===== config.mk =====
export PLATFORM = sky130hd
export DESIGN_NAME = led_scanner
export DESIGN_NICKNAME = d
export VERILOG_FILES = /design/src/rtl/led_scanner.sv
export SDC_FILE = /design/constraint.sdc
export NUM_CORES = 1
export LEC_CHECK = 0
export CAP_MARGIN = 0
export CORE_MARGIN = 8
export CORE_UTILIZATION = 55
export DETAILED_ROUTE_END_ITERATION = 8
export DONT_BUFFER_PORTS = 1
export MAX_ROUTING_LAYER = met4
export PLACE_DENSITY = 0.69
export SLEW_MARGIN = 20
export SYNTH_ARGS = -nofsm -noshare
export SYNTH_HDL_FRONTEND = slang
export SYNTH_SLANG_ARGS = --single-unit

===== constraint.sdc =====
create_clock -name clk -period 4.36 [get_ports clk]
set_input_delay 0.436 -clock clk [delete_from_list [all_inputs] [get_ports clk]]
set_output_delay 0.436 -clock clk [all_outputs]
set_load 0.01 [all_outputs]

===== src/rtl/led_scanner.sv =====
// HUB75 64x64 1/32-scan engine: issues painter coordinates, pairs returned pixels and drives shift/latch/blank.
// Optional LED_SCANNER_GHOST_GUARD_EN stretches BLANK to 2 cycles and adds a blanked cycle after LATCH.
module led_scanner #(
    parameter int DELAY          = 3,
    parameter int SUBFRAMES      = 256,
    parameter int DISPLAY_CYCLES = 64
) (
    input  logic       clk,
    input  logic       resetn,
    output logic [9:0] frame,
    output logic [7:0] subframe,
    output logic [5:0] x,
    output logic [5:0] y,
    input  logic [2:0] rgb,
    output logic       r0,
    output logic       g0,
    output logic       b0,
    output logic       r1,
    output logic       g1,
    output logic       b1,
    output logic [4:0] addr,
    output logic       sclk,
    output logic       latch,
    output logic       blank
);

    typedef enum logic [2:0] {
        S_SHIFT,
        S_DRAIN,
        S_BLANK,
        S_LATCH,
        S_GUARD,
        S_DISPLAY
    } state_t;

    localparam logic [15:0] DC_LAST = 16'(DISPLAY_CYCLES - 1);
    localparam logic [7:0]  SF_LAST = 8'(SUBFRAMES - 1);

    state_t            state;
    logic [6:0]        k;
    logic [4:0]        row;
    logic [15:0]       dcnt;
    logic [2:0]        hold;
    logic [DELAY-1:0]  tag_v;
    logic [DELAY-1:0]  tag_h;
    logic [6:0]        k_nxt;
    logic [4:0]        row_nxt;
`ifdef LED_SCANNER_GHOST_GUARD_EN
    logic              bcnt;
`endif

    assign k_nxt   = k + 7'd1;
    assign row_nxt = row + 5'd1;

    always_ff @(posedge clk or negedge resetn) begin
        if (!resetn) begin
            state    <= S_SHIFT;
            k        <= '0;
            row      <= '0;
            dcnt     <= '0;
            hold     <= '0;
            tag_v    <= '0;
            tag_h    <= '0;
            frame    <= '0;
            subframe <= '0;
            x        <= '0;
            y        <= '0;
            r0       <= 1'b0;
            g0       <= 1'b0;
            b0       <= 1'b0;
            r1       <= 1'b0;
            g1       <= 1'b0;
            b1       <= 1'b0;
            addr     <= '0;
            sclk     <= 1'b0;
            latch    <= 1'b0;
            blank    <= 1'b1;
`ifdef LED_SCANNER_GHOST_GUARD_EN
            bcnt     <= 1'b0;
`endif
        end else begin
            // Stage d of the tag pipe describes the coordinate issued d cycles ago.
            tag_v <= (tag_v << 1) | DELAY'(state == S_SHIFT);
            tag_h <= (tag_h << 1) | DELAY'(k[0]);

            sclk  <= 1'b0;
            latch <= 1'b0;
            if (tag_v[DELAY-1]) begin
                if (!tag_h[DELAY-1]) begin
                    hold <= rgb;
                end else begin
                    r0   <= hold[0];
                    g0   <= hold[1];
                    b0   <= hold[2];
                    r1   <= rgb[0];
                    g1   <= rgb[1];
                    b1   <= rgb[2];
                    sclk <= 1'b1;
                end
            end

            case (state)
                S_SHIFT: begin
                    if (k == 7'd127) begin
                        k     <= '0;
                        state <= S_DRAIN;
                    end else begin
                        k <= k_nxt;
                        x <= k_nxt[6:1];
                        y <= {k_nxt[0], row};
                    end
                end
                S_DRAIN: begin
                    // Once the pipe is empty the final sclk pulse is high now and ends at this edge.
                    if (tag_v == '0) begin
                        state <= S_BLANK;
`ifdef LED_SCANNER_GHOST_GUARD_EN
                        bcnt  <= 1'b0;
`endif
                    end
                end
                S_BLANK: begin
`ifdef LED_SCANNER_GHOST_GUARD_EN
                    if (!bcnt) begin
                        bcnt <= 1'b1;
                    end else begin
                        addr  <= row;
                        latch <= 1'b1;
                        state <= S_LATCH;
                    end
`else
                    addr  <= row;
                    latch <= 1'b1;
                    state <= S_LATCH;
`endif
                end
                S_LATCH: begin
`ifdef LED_SCANNER_GHOST_GUARD_EN
                    state <= S_GUARD;
`else
                    blank <= 1'b0;
                    dcnt  <= '0;
                    state <= S_DISPLAY;
`endif
                end
                S_GUARD: begin
                    blank <= 1'b0;
                    dcnt  <= '0;
                    state <= S_DISPLAY;
                end
                S_DISPLAY: begin
                    if (dcnt == DC_LAST) begin
                        blank <= 1'b1;
                        state <= S_SHIFT;
                        row   <= row_nxt;
                        x     <= '0;
                        y     <= {1'b0, row_nxt};
                        if (row == 5'd31) begin
                            if (subframe == SF_LAST) begin
                                subframe <= '0;
                                frame    <= frame + 10'd1;
                            end else begin
                                subframe <= subframe + 8'd1;
                            end
                        end
                    end else begin
                        dcnt <= dcnt + 16'd1;
                    end
                end
                default: begin
                    blank <= 1'b1;
                    state <= S_SHIFT;
                end
            endcase
        end
    end

endmodule


==> results of run 1 <==
per-stage QoR:
| stage | hold slack [ns] | worst slack (ns) |
|---|---|---|
| global route | 0.211 | 2.14 |
| global placement | 0.145 | 2.36 |
| floorplan | 0.140 | 2.64 |
| detailed placement | 0.144 | 2.35 |
| CTS | 0.219 | 2.34 |
| finish | 0.234 | 2.33 |
cells in the final DEF, fill, tap and decap left out, types with 6 or more instances in the layout:
cell type,count
sky130_fd_sc_hd__a21oi_1,6
sky130_fd_sc_hd__and3_1,8
sky130_fd_sc_hd__clkbuf_8,9
sky130_fd_sc_hd__dfrtp_1,83
sky130_fd_sc_hd__ha_1,6
sky130_fd_sc_hd__inv_1,8
sky130_fd_sc_hd__mux2_2,19
sky130_fd_sc_hd__nand2_1,45
sky130_fd_sc_hd__nand3_1,18
sky130_fd_sc_hd__nand4_1,8
sky130_fd_sc_hd__nor2_1,23
sky130_fd_sc_hd__o21ai_0,31
sky130_fd_sc_hd__o22ai_1,7
sky130_fd_sc_hd__o31ai_1,7
sky130_fd_sc_hd__xnor2_1,12
sky130_fd_sc_hd__xor2_1,9
kinds of logic (layout without fill, tap and decap cells):
| family | after synthesis | after routing | synth area share |
|---|---|---|---|
| and+or+nand+nor | 141 | 141 | 0.197 |
| DFF | 84 | 84 | 0.524 |
| AOI/OAI and AO/OA | 72 | 72 | 0.121 |
| buffers and inverters | 24 | 26 | 0.0324 |
| xor gates and xnor gates | 22 | 22 | 0.0498 |
| muxes | 21 | 21 | 0.0583 |
| adders and majority gates | 6 | 6 | 0.0187 |
what timing repair did:
| item | 4_1_cts | 5_1_grt |
|---|---|---|
| endpoints found under the hold margin | 84 | 0 |
| hold buffers | 2 | 0 |
| gates resized for setup | 0 | 0 |
worst max path at each step:
stage / to / startpoint
finish: subframe[1]$_DFFE_PN0P_ / row[0]$_DFFE_PN0P_
global route: dcnt[10]$_DFFE_PN0P_ / dcnt[0]$_DFFE_PN0P_
CTS: subframe[1]$_DFFE_PN0P_ / row[0]$_DFFE_PN0P_
detailed placement: subframe[1]$_DFFE_PN0P_ / row[0]$_DFFE_PN0P_
global placement: subframe[1]$_DFFE_PN0P_ / row[0]$_DFFE_PN0P_
floorplan: subframe[6]$_DFFE_PN0P_ / row[1]$_DFFE_PN0P_
layout make-up:
cell class,instances,area [um2]
multi-input cells,262,1780
fillers,600,2910
flip-flops and latches,84,2100
clock inverters,5,61.3
well taps,99,124
clock buffers,10,128
inverters,9,33.8
repair buffers,2,37.5
registers in the layout (all words and copies together), names as in the netlist, 5 cells and up:
| register | cells |
|---|---|
| y | 6 |
| row | 5 |
| subframe | 8 |
| addr | 5 |
| k | 7 |
| frame | 10 |
| dcnt | 16 |
| x | 6 |
power by group:
part | internal, mW | total, mW | switching, mW
clock network | 0.266 | 0.543 | 0.277
registers | 0.783 | 0.787 | 0.00406
logic | 0.00619 | 0.0218 | 0.0156
total | 1.05 | 1.35 | 0.296
per-layer routing:
| layer | vias up | part of all wire | GRT usage |
|---|---|---|---|
| li1 | 1322 | - | - |
| met1 | 1306 | 0.45 | 0.207 |
| met2 | 53 | 0.47 | 0.259 |
| met3 | 10 | 0.065 | 0.0426 |
| met4 | 0 | 0.014 | 0.0756 |
| met5 | - | 0 | - |
==> results.txt, run 1 <==
- Result of the run: complete, no violations
- Commonest register cell after synthesis: sky130_fd_sc_hd__dfrtp_1
- The worst setup path is captured at a flop.
- Clock-pin slew was measured on the worst setup and hold paths at 0.09 ns.
* Type of the tightest min-delay check: in2reg
- Number of standard cells after synthesis: 370
* Clock latency reported for the late side of the worst-skew pair: 0.35 ns
- Total of flip-flops plus latches after synthesis: 84
* Post-layout nets: 379
- The worst hold path terminates at g1$_DFFE_PN0P_.
- Total power after layout: 1.35 mW
* YS warnings: 0
* Final setup violation count: 0
- Reg2reg start: row[0]$_DFFE_PN0P_
* Number of nets in the synthesized netlist: 381
- Derived from the worst setup path, the maximum achievable clock frequency is 493 MHz.
- Mean Syn Cell Area: 10.9 um2
- Full die area: 10300 um2
- For this design the ratio of total power to cell area is 316 nW/um2.
- After detailed routing, the average wire length per cell comes to 16.6 um.
* Internal reg-to-reg setup slack: 2.33 ns
- Routability-driven placement finished with a final weighted congestion of 0.839.
- In this run, distinct cell masters in the synthesized netlist total 59.
* Placement row count: 31
* Length of the first detailed-routing pass in iterations: 4
- Root buffer cell: sky130_fd_sc_hd__clkbuf_8
- Largest net degree at the start of global routing: 85
- The number of antenna violations at the first check in global routing is 0.
* Period utilization: 0.465
- Max-cap check violation count: 0
- DR vias: 2691
- Counting both buffers and inverters, the worst setup path holds a total of 0.
- Setup total negative slack on the finished layout was measured at 0 ns.
- In this run the most critical hold path is launched from rgb[1].
- Detailed-route DRC error count: 0
- Hold Vio Cnt, Final: 0
* Leak Pwr: 1.93 nW
- From left edge to right edge, the die measures 101 um.
- The worst setup path is launched from a flop.
* Number of enable-type register cells in the synthesized netlist: 0
- Library cell with the largest summed area after synthesis: sky130_fd_sc_hd__dfrtp_1
- CTS sink count: 84
* WL final: 7830 um
- For the worst setup path, the data required time is 4.60 ns.
- The number of slew-limit violations in the final report was 0.
* Total inserted antenna cells: 0
* Cell types occupying the most area after synthesis: sky130_fd_sc_hd__dfrtp_1 (52%), sky130_fd_sc_hd__mux2_2 (5.3%), sky130_fd_sc_hd__nand2_1 (4.2%)
- Via/cell ratio: 5.71
* Wire length of the first global-routing pass: 13200 um
- The H-tree generated during clock tree synthesis spans 3 levels.
- Family of cells with the greatest summed delay on the critical path: adder cells
- Finished layout cell area: 4270 um2
* Worst supply voltage drop on vdd: 0.197 mV
- Slew at the pin closest to its max-slew limit: 0.650 ns
* Share of the yosys chip area belonging to registers: 0.524
- Minimum clock period after layout: 2.03 ns
* Critical path depth in cells: 5
- Counting cells, the worst reg-to-reg path comes to 5.
- In this run the worst path has a maximum fanout of 8.
- P&R area growth vs syn: 6.32%
* Longest individual stage delay on the worst path: 0.49 ns
- CTS tree: built
- The core region is 7180 um2.
- The number of global-route vias before repair was 2671.
* Number of nets still failing antenna checks after routing: 0
- Clock skew on the completed layout was measured at 0.00775 ns.
- Counting instances, the worst hold path has a depth of 1.
- Measured along the y axis, the die boundary spans 101 um.
- Data on the critical path arrives at its endpoint at 2.27 ns.
- Area share of the largest cell type after synthesis: 0.517
* Max_slew headroom: 0.564
- The detailed router finished its first iteration with 113 violations.
* Total congestion overflow after global routing: 0
* RSZ-0062 raised after global routing: no
- Measured on the finished design, the core utilization comes to 0.595.
- The largest individual stage delay along the critical path comes from the cell sky130_fd_sc_hd__dfrtp_1.
- Ratio of cells with drive above 1 in the final layout: 0.153
- Once placement finished, the instance area stood at 4040 um2.
- The clock passes through at most 2 buffers.
- Post-DP HPWL: 5370 um
* Cell area after technology mapping: 4020 um2
* Crit-path cells: ha_1 > and3_1 > ha_1 > and3_1 > mux2_2
* RR Endpoint: subframe[1]$_DFFE_PN0P_
- Most instantiated cells after synthesis: sky130_fd_sc_hd__dfrtp_1 (83), sky130_fd_sc_hd__nand2_1 (45), sky130_fd_sc_hd__o21ai_0 (31)
* Setup repair bufs after CTS: 0
- Number of buffers created by CTS: 9
- Total global routing track utilization: 0.169
- I/O pin count: 49
- Startpoint-to-endpoint class of the critical path: reg2reg
- Port buffering added 0 buffers.
- Library cell with the highest instance count after synthesis: sky130_fd_sc_hd__dfrtp_1
* Number of standard cells in the final layout excluding fillers: 471
- Instance count after placement with tap cells included: 454
* Async SR Flop Fraction: 1.00
- The initial utilization of the core area, before any placement, comes to 0.560.
(Power assumes the default switching activity.)
==> inputs of run 2 (changes only) <==
==> constraint.sdc (replaced) <==
create_clock -name clk -period 1.9 [get_ports clk]
set_input_delay 0.19 -clock clk [delete_from_list [all_inputs] [get_ports clk]]
set_output_delay 0.19 -clock clk [all_outputs]
set_load 0.01 [all_outputs]
==> run 2 against run 1 <==
  * The flow now finishes with violations (negative hold slack)
  * Worst hold slack worse by 0.71 ns
  * Via count up 8.1%
  * Combinational power down 32%
  * Sequential share of layout area down 3.0 points
  * Sequential power up 130%
  * Critical path depth down 1
  * Core utilization up 3.8 points
  * Clock power up 120%
  * Clock skew down 0.0015 ns
  * Maximum frequency up 12%
  * Register-to-register slack worse by 2.2 ns
  * Total power up 120%
  * Critical path type unchanged
  * Critical endpoint unchanged
  * Largest power group unchanged
  * Highest routed layer unchanged
==> results.txt, run 2 (synthesized netlist as in run 1, its figures left out) <==
- Result of the run: complete, but fails checks
- Violated checks: negative hold slack
- Total inserted antenna cells: 0 (unchanged)
* Number of fill cells: 595 (-0.83%)
- Length of the first detailed-routing pass in iterations: 4 (unchanged)
* Area taken by multi-input logic gates: 1810 um2 (+1.5%)
- The detail-routed net length per standard cell was 16.4 um (-1.1%).
- In this run the critical register-to-register path is captured at subframe[1]$_DFFE_PN0P_.
- STA classifies the critical path startpoint as a flop.
- The source-to-sink clock delay at the later pin of the worst-skew pair came to 0.35 ns (about the same).
- Number of nets still failing antenna checks after routing: 0 (unchanged)
- Worst supply voltage drop on vdd: 0.446 mV (+130%)
- The total placed cells including tap cells came to 486 (+7.0%).
- The cell row count was 31 (unchanged).
- The vias per cell came to 5.75 (+0.59%).
* Ratio of cells with drive above 1 in the final layout: 0.236 (+0.0826)
- The number of port buffers is 0 (unchanged).
- Clock transition at the registers of the reported paths: 0.08 ns (about the same)
- The buffer depth of the longest clock path was 2 (unchanged).
- Number of flip-flops under the largest register name: 16 (unchanged)
* Category of the worst setup path capture point: flop
* Period utilization: 0.954 (+0.488)
- The global router's overall resource usage was 0.175 (+0.00577).
- The number of buffers created by CTS is 9 (unchanged).
* Reg2reg start: dcnt[13]$_DFFE_PN0P_
- Hold Buf Count CTS: 3 (+1)
- The wire length reported by the detailed router came to 8310 um (+6.2%).
* Worst-case clock skew: 0.00623 ns (-0.00152 ns)
- CTS sink count: 84 (unchanged)
- The first-pass GRT wire length came to 13800 um (+4.3%).
- The maximum fanout encountered on the critical timing path came to 6 (-2).
- Max_slew headroom: 0.725 (+0.161)
* Leading registers by flop count: dcnt x16, frame x10, subframe x8
- Internal reg-to-reg setup slack: 0.09 ns (-2.24 ns)
- The library cells used most frequently in the layout, excluding fill and tap cells, are sky130_fd_sc_hd__dfrtp_1 (83), sky130_fd_sc_hd__nand2_1 (45), sky130_fd_sc_hd__buf_4 (35).
* Final-report max-slew violation count: 0 (unchanged)
* Final Wtd Congestion: 0.856 (+2.0%)
* Final setup violation count: 0 (unchanged)
- The net count reported at finish is 415 (+9.5%).
- The violation count after the first detailed-route iteration is 201 (+78%).
- Number of standard cells in the final layout excluding fillers: 506 (+7.4%)
- P&R area growth vs syn: 13.1%
* Startpoint-to-endpoint class of the critical path: reg2reg
- Die W: 101 um (unchanged)
- The logic depth of the worst register-to-register path was 4 (-1).
- Slew at the pin closest to its max-slew limit: 0.409 ns (-0.241 ns)
- The register area was 2100 um2 (unchanged).
* Via count of the first global-routing pass: 2834 (+6.1%)
- Data arrival, critical path: 2.06 ns (-0.21 ns)
- Req. time, crit path: 2.14 ns (-2.46 ns)
- Minimum hold slack: -0.474 ns (-0.708 ns)
- The final critical delay including setup and external delays is 1.81 ns (-0.217 ns).
- PD cells: 664 nW/um2 (+110%)
- The area of the die is 10300 um2 (unchanged).
- Largest net degree at the start of global routing: 85 (unchanged)
- Detailed-route DRC error count: 0 (unchanged)
- Root buffer cell: sky130_fd_sc_hd__clkbuf_8
- Leaving out fill and tap cells, the most frequent cell in the layout is sky130_fd_sc_hd__dfrtp_1.
- Post-route setup TNS: 0 ns (unchanged)
- The total vias in the final route was 2908 (+8.1%).
- H-tree depth: 3 (unchanged)
* Largest Register: dcnt
* Floorplan die height: 101 um (unchanged)
- The count of endpoints failing hold in the final timing report was 84 (+84).
* RSZ-0062 raised after global routing: yes
* Floorplan Core Area: 7180 um2 (unchanged)
- The max-capacitance violation count is 0 (unchanged).
- The min-delay analysis places its worst path in the category in2async.
* Leak Pwr: 2.10 nW (+8.9%)
- Number of antenna violations at the first check in global routing: 0 (unchanged)
- The achievable frequency was 552 MHz (+12%).
- Post-DP HPWL: 5900 um (+9.9%)
- The number of ports placed on the die boundary is 49 (unchanged).
- The initial standard-cell utilization of the core is 0.560 (unchanged).
* Total congestion overflow after global routing: 0 (unchanged)
- CTS tree: built
==> run 2: cell count changes in the layout (fill, tap and decap cells not counted), sizes merged <==
cell | previous run | this run
buf | 1 | 35
inv | 11 | 9
dlygate4sd3 | 1 | 3
clkbuf | 10 | 9
clkinvlp | 0 | 2
==> run 2: worst max-delay path: stages, from the launching register on <==
cell and delay, ns:
sky130_fd_sc_hd__dfrtp_1 0.43, sky130_fd_sc_hd__nor4_4 0.37, sky130_fd_sc_hd__and3_4 0.30, sky130_fd_sc_hd__and3_2 0.26
sky130_fd_sc_hd__mux2_2 0.34
==> run 2: power by group <==
group	switching (mW)	total (mW)	internal [mW]
registers	0.00891	1.80	1.80
logic	0.00384	0.0149	0.0110
clock network	0.610	1.20	0.588
==> run 2: area by class of cell <==
class / instances / area share
clock buffers: 9 / 0.0273
multi-input cells: 262 / 0.399
inverters: 9 / 0.00744
flip-flops and latches: 84 / 0.463
repair buffers: 38 / 0.0644
well taps: 99 / 0.0273
clock inverters: 5 / 0.0121
==> run 2: repair_timing <==
action                                  in CTS  in global routing
hold endpoints to repair                    90                 84
endpoints found under the setup margin       2                 21
resized for setup                            1                  7
setup buffers                                0                  3
pin swaps                                    0                  4
==> run 2: through the flow <==
stage / setup slack, ns / hold slack (ns) / utilization / instance area, um2 / total power [mW]
after floorplan: 0.179 / -0.106 / - / 4020 / 1.85
after global placement: 0.0774 / -0.101 / 0.597 / 4280 / 1.85
after detailed placement: -0.0476 / -0.101 / 0.597 / 4280 / 1.85
after CTS: 0.0319 / -0.488 / 0.627 / 4500 / 3.05
after global routing: -0.0110 / -0.496 / 0.633 / 4540 / 3.13
final: 0.0882 / -0.474 / 0.633 / 4540 / 3.02
==> run 2: worst max-delay path by stage <==
stage,from,to,slack [ns]
CTS,dcnt[13]$_DFFE_PN0P_,subframe[1]$_DFFE_PN0P_,0.03
global placement,dcnt[13]$_DFFE_PN0P_,subframe[1]$_DFFE_PN0P_,0.08
floorplan,row[1]$_DFFE_PN0P_,subframe[6]$_DFFE_PN0P_,0.18
detailed placement,dcnt[0]$_DFFE_PN0P_,dcnt[10]$_DFFE_PN0P_,-0.05
finish,dcnt[13]$_DFFE_PN0P_,subframe[1]$_DFFE_PN0P_,0.09
global route,dcnt[0]$_DFFE_PN0P_,dcnt[12]$_DFFE_PN0P_,-0.01
==> run 2: per-layer routing <==
layer  GRT usage  vias up  routed length (um)
met1       0.223     1423                3800
met4      0.0813        0                 173
met3      0.0405       15                 548
met5           -        -                   0
li1            -     1388                   -
met2       0.259       82                3790
==> inputs of run 3 (changes only) <==
--- a/config.mk
+++ b/config.mk
@@ -7,11 +7,11 @@
 export LEC_CHECK = 0
 export CAP_MARGIN = 0
 export CORE_MARGIN = 8
-export CORE_UTILIZATION = 55
+export CORE_UTILIZATION = 30
 export DETAILED_ROUTE_END_ITERATION = 8
 export DONT_BUFFER_PORTS = 1
 export MAX_ROUTING_LAYER = met4
-export PLACE_DENSITY = 0.69
+export PLACE_DENSITY = 0.43
 export SLEW_MARGIN = 20
 export SYNTH_ARGS = -nofsm -noshare
 export SYNTH_HDL_FRONTEND = slang
==> run 3 against run 2 <==
  * The run still ends with negative hold slack left
  * Largest power group is now clock
  * Sequential share of layout area fell by 3.5 points
  * Maximum frequency is 0.90% higher
  * Wire length up 14%
  * Largest cell class unchanged
  * First-iteration DRC count shrank 31%
==> results.txt, run 3 (synthesized netlist as in run 1, its figures left out) <==
- The run finished, with violations left.
* Violated checks: negative hold slack
- The maximum fanout encountered on the critical timing path was 6 (unchanged).
- The global router's overall resource usage was 0.119 (-0.0564).
* Worst supply voltage drop on vdd: 0.420 mV (-5.8%)
- The number of ports placed on the die boundary is 49 (unchanged).
- Detailed-route DRC error count: 0 (unchanged)
- Post-route setup TNS: 0 ns (unchanged)
* Number of nets still failing antenna checks after routing: 0 (unchanged)
* Family of cells with the greatest summed delay on the critical path: simple AND/OR/NAND/NOR gates
* CTS tree: built
- Final Wtd Congestion: 0.813 (-5.0%)
- Data arrival, critical path: 2.06 ns (about the same)
- The area of the die was 17300 um2 (+69%).
- The routed length on met2 is 4430 um (+17%).
- Traced cell by cell, the critical path runs through nor4_4 > nand4_1 > buf_4 > o21ai_4 > o21ai_0 > a21oi_1.
* Met1 wire length: 4260 um (+12%)
- The reg-to-reg setup timing slack is 0.10 ns (+0.02 ns).
- Hold Vio Cnt, Final: 84 (unchanged)
- Post-layout nets: 431 (+3.9%)
- Worst-case clock skew: 0.00763 ns (+0.00140 ns)
* RSZ-0062 raised after global routing: yes
- Via count of the first global-routing pass: 3026 (+6.8%)
* Final setup violation count: 0 (unchanged)
* H-tree depth: 3 (unchanged)
* WL final: 9460 um (+14%)
* Max-cap check violation count: 0 (unchanged)
* Leading registers by flop count: dcnt x16, frame x10, subframe x8
- The ratio of total power to cell area was 753 nW/um2 (+13%).
* Finished Core Util: 0.374 (-0.259)
- The source-to-sink clock delay at the later pin of the worst-skew pair is 0.34 ns (about the same).
* Root buffer cell: sky130_fd_sc_hd__clkbuf_16
* Final-report max-slew violation count: 0 (unchanged)
* Fmax: 557 MHz (+0.90%)
- The data required time at the worst endpoint was 2.16 ns (+0.02 ns).
- Number of buffers and inverters on the critical path: 1 (+1)
- Starting utilization of the core area: 0.306 (-0.254)
* Number of DRC markers after the initial detailed-route iteration: 138 (-31%)
- Cell type of the slowest stage on the worst timing path: sky130_fd_sc_hd__dfrtp_2
- Hold Buf Count CTS: 3 (unchanged)
- The worst slack on hold paths came to -0.456 ns (+0.0178 ns).
* Number of buffers created by CTS: 9 (unchanged)
- The fraction of final layout cells sized beyond drive strength 1 came to 0.266 (+0.0300).
- The number of sinks driven by the clock tree was 84 (unchanged).
* Die W: 132 um (+30%)
- Number of antenna violations at the first check in global routing: 0 (unchanged)
* DR vias: 2905 (-0.10%)
- More flip-flops sit in one register than any other, and that register is dcnt.
* Max_slew headroom: 0.758 (+0.0338)
- Port Buf Inserts: 0 (unchanged)
- Leak Pwr: 2.26 nW (+7.7%)
- The pin slew with the least headroom to its limit is 0.358 ns (-0.0507 ns).
- Most frequent cells in the layout: sky130_fd_sc_hd__dfrtp_1 (82), sky130_fd_sc_hd__buf_4 (51), sky130_fd_sc_hd__nand2_1 (45)
* Wire length of the first global-routing pass: 16100 um (+17%)
- P&R area growth vs syn: 22.3%
- Longest individual stage delay on the worst path: 0.43 ns (about the same)
- Placement row count: 42 (+35%)
* Period utilization: 0.945 (-0.00848)
* Most frequent standard cell in the layout excluding fill and tap cells: sky130_fd_sc_hd__dfrtp_1
* Post-DP HPWL: 6800 um (+15%)
* Number of flip-flops under the largest register name: 16 (unchanged)
- The clock-pin slew on the worst setup and hold paths came to 0.06 ns (-0.02 ns).
- The path class of the tightest hold or removal check is in2async.
- The final critical delay including setup and external delays was 1.80 ns (-0.0161 ns).
* Via/cell ratio: 4.83 (-16%)
- The largest net degree at the start of global routing came to 85 (unchanged).
- The count of inserted antenna diode cells is 0 (unchanged).
* Floorplan Core Area: 13100 um2 (+83%)
- The worst setup path is of the reg2reg kind.
- Floorplan die height: 132 um (+30%)
* Total congestion overflow after global routing: 0 (unchanged)
- The number of detailed-routing iterations run before antenna repair was 4 (unchanged).
- Clk buf depth: 2 (unchanged)
- The amount of wire on met3 after detailed routing was 664 um (+21%).
- Uppermost metal layer occupied by signal nets: met4
- The detail-routed net length per standard cell came to 15.7 um (-4.2%).
- The worst setup path is launched from a flop.
- STA classifies the critical path endpoint as a flop.
-- run 3: changes by cell type in the layout (fill, tap and decap cells not counted), sizes merged --
cell | before | now
buf | 35 | 51
clkbuf | 9 | 11
clkinvlp | 2 | 0
bufinv | 1 | 2
clkinv | 2 | 3
-- run 3: area by class of cell --
type                            count  area, um2
Fill cell                        1316       8220
Sequential cell                    84       2100
Inverter                            9       33.8
Clock buffer                       11        243
Multi-Input combinational cell    262       1820
Timing Repair Buffer               54        413
Clock inverter                      5       75.1
Tap cell                          176        220
-- run 3: routing by layer --
| metal | track usage | vias to the layer above |
|---|---|---|
| met5 | - | - |
| met4 | 0.0364 | 0 |
| met3 | 0.0507 | 8 |
| met2 | 0.183 | 59 |
| met1 | 0.138 | 1415 |
| li1 | - | 1423 |
-- run 3: path summary, 6_finish.rpt --
check	cells past startpoint	start	endpoint
max in group asynchronous	0	resetn	blank$_DFFE_PN1P_
setup reg to reg	6	dcnt[11]$_DFFE_PN0P_	y[2]$_DFFE_PN0P_
min in group clk	0	tag_h[1]$_DFF_PN0_	tag_h[2]$_DFF_PN0_
hold / removal	0	resetn	sclk$_DFF_PN0_
setup / recovery	6	dcnt[11]$_DFFE_PN0P_	y[2]$_DFFE_PN0P_
hold reg to reg	0	tag_h[1]$_DFF_PN0_	tag_h[2]$_DFF_PN0_
-- run 3: worst register-to-register path: cells and delay by family (launching register included) --
family | cells | cell delay, ns
simple gates | 2 | 0.62
compound gates | 3 | 0.45
flops | 1 | 0.43
buf+inv | 1 | 0.22
-- run 3: metrics by stage --
stage | setup slack, ns | power (mW) | instances | hold slack (ns) | instance area (um2)
floorplan | 0.179 | 1.85 | 370 | -0.106 | 4020
global placement | 0.0733 | 1.85 | 580 | -0.0993 | 4510
detailed placement | -0.0135 | 1.85 | 580 | -0.100 | 4510
CTS | 0.0227 | 3.78 | 599 | -0.477 | 4860
global route | -0.0271 | 3.85 | 601 | -0.483 | 4910
finish | 0.104 | 3.70 | 601 | -0.456 | 4910
-- run 3: power breakdown --
part | total, mW | switching (mW) | internal (mW)
Sequential | 1.81 | 0.00880 | 1.80
Combinational | 0.0148 | 0.00377 | 0.0110
Clock | 1.88 | 0.696 | 1.18
Total | 3.70 | 0.708 | 2.99
-- run 3: timing repair --
action                                 CTS  global route
endpoints found under the hold margin   90            84
setup endpoints to repair                1            26
setup buffers                            0             2
pin swaps                                0             5
gates resized for setup                  1             7
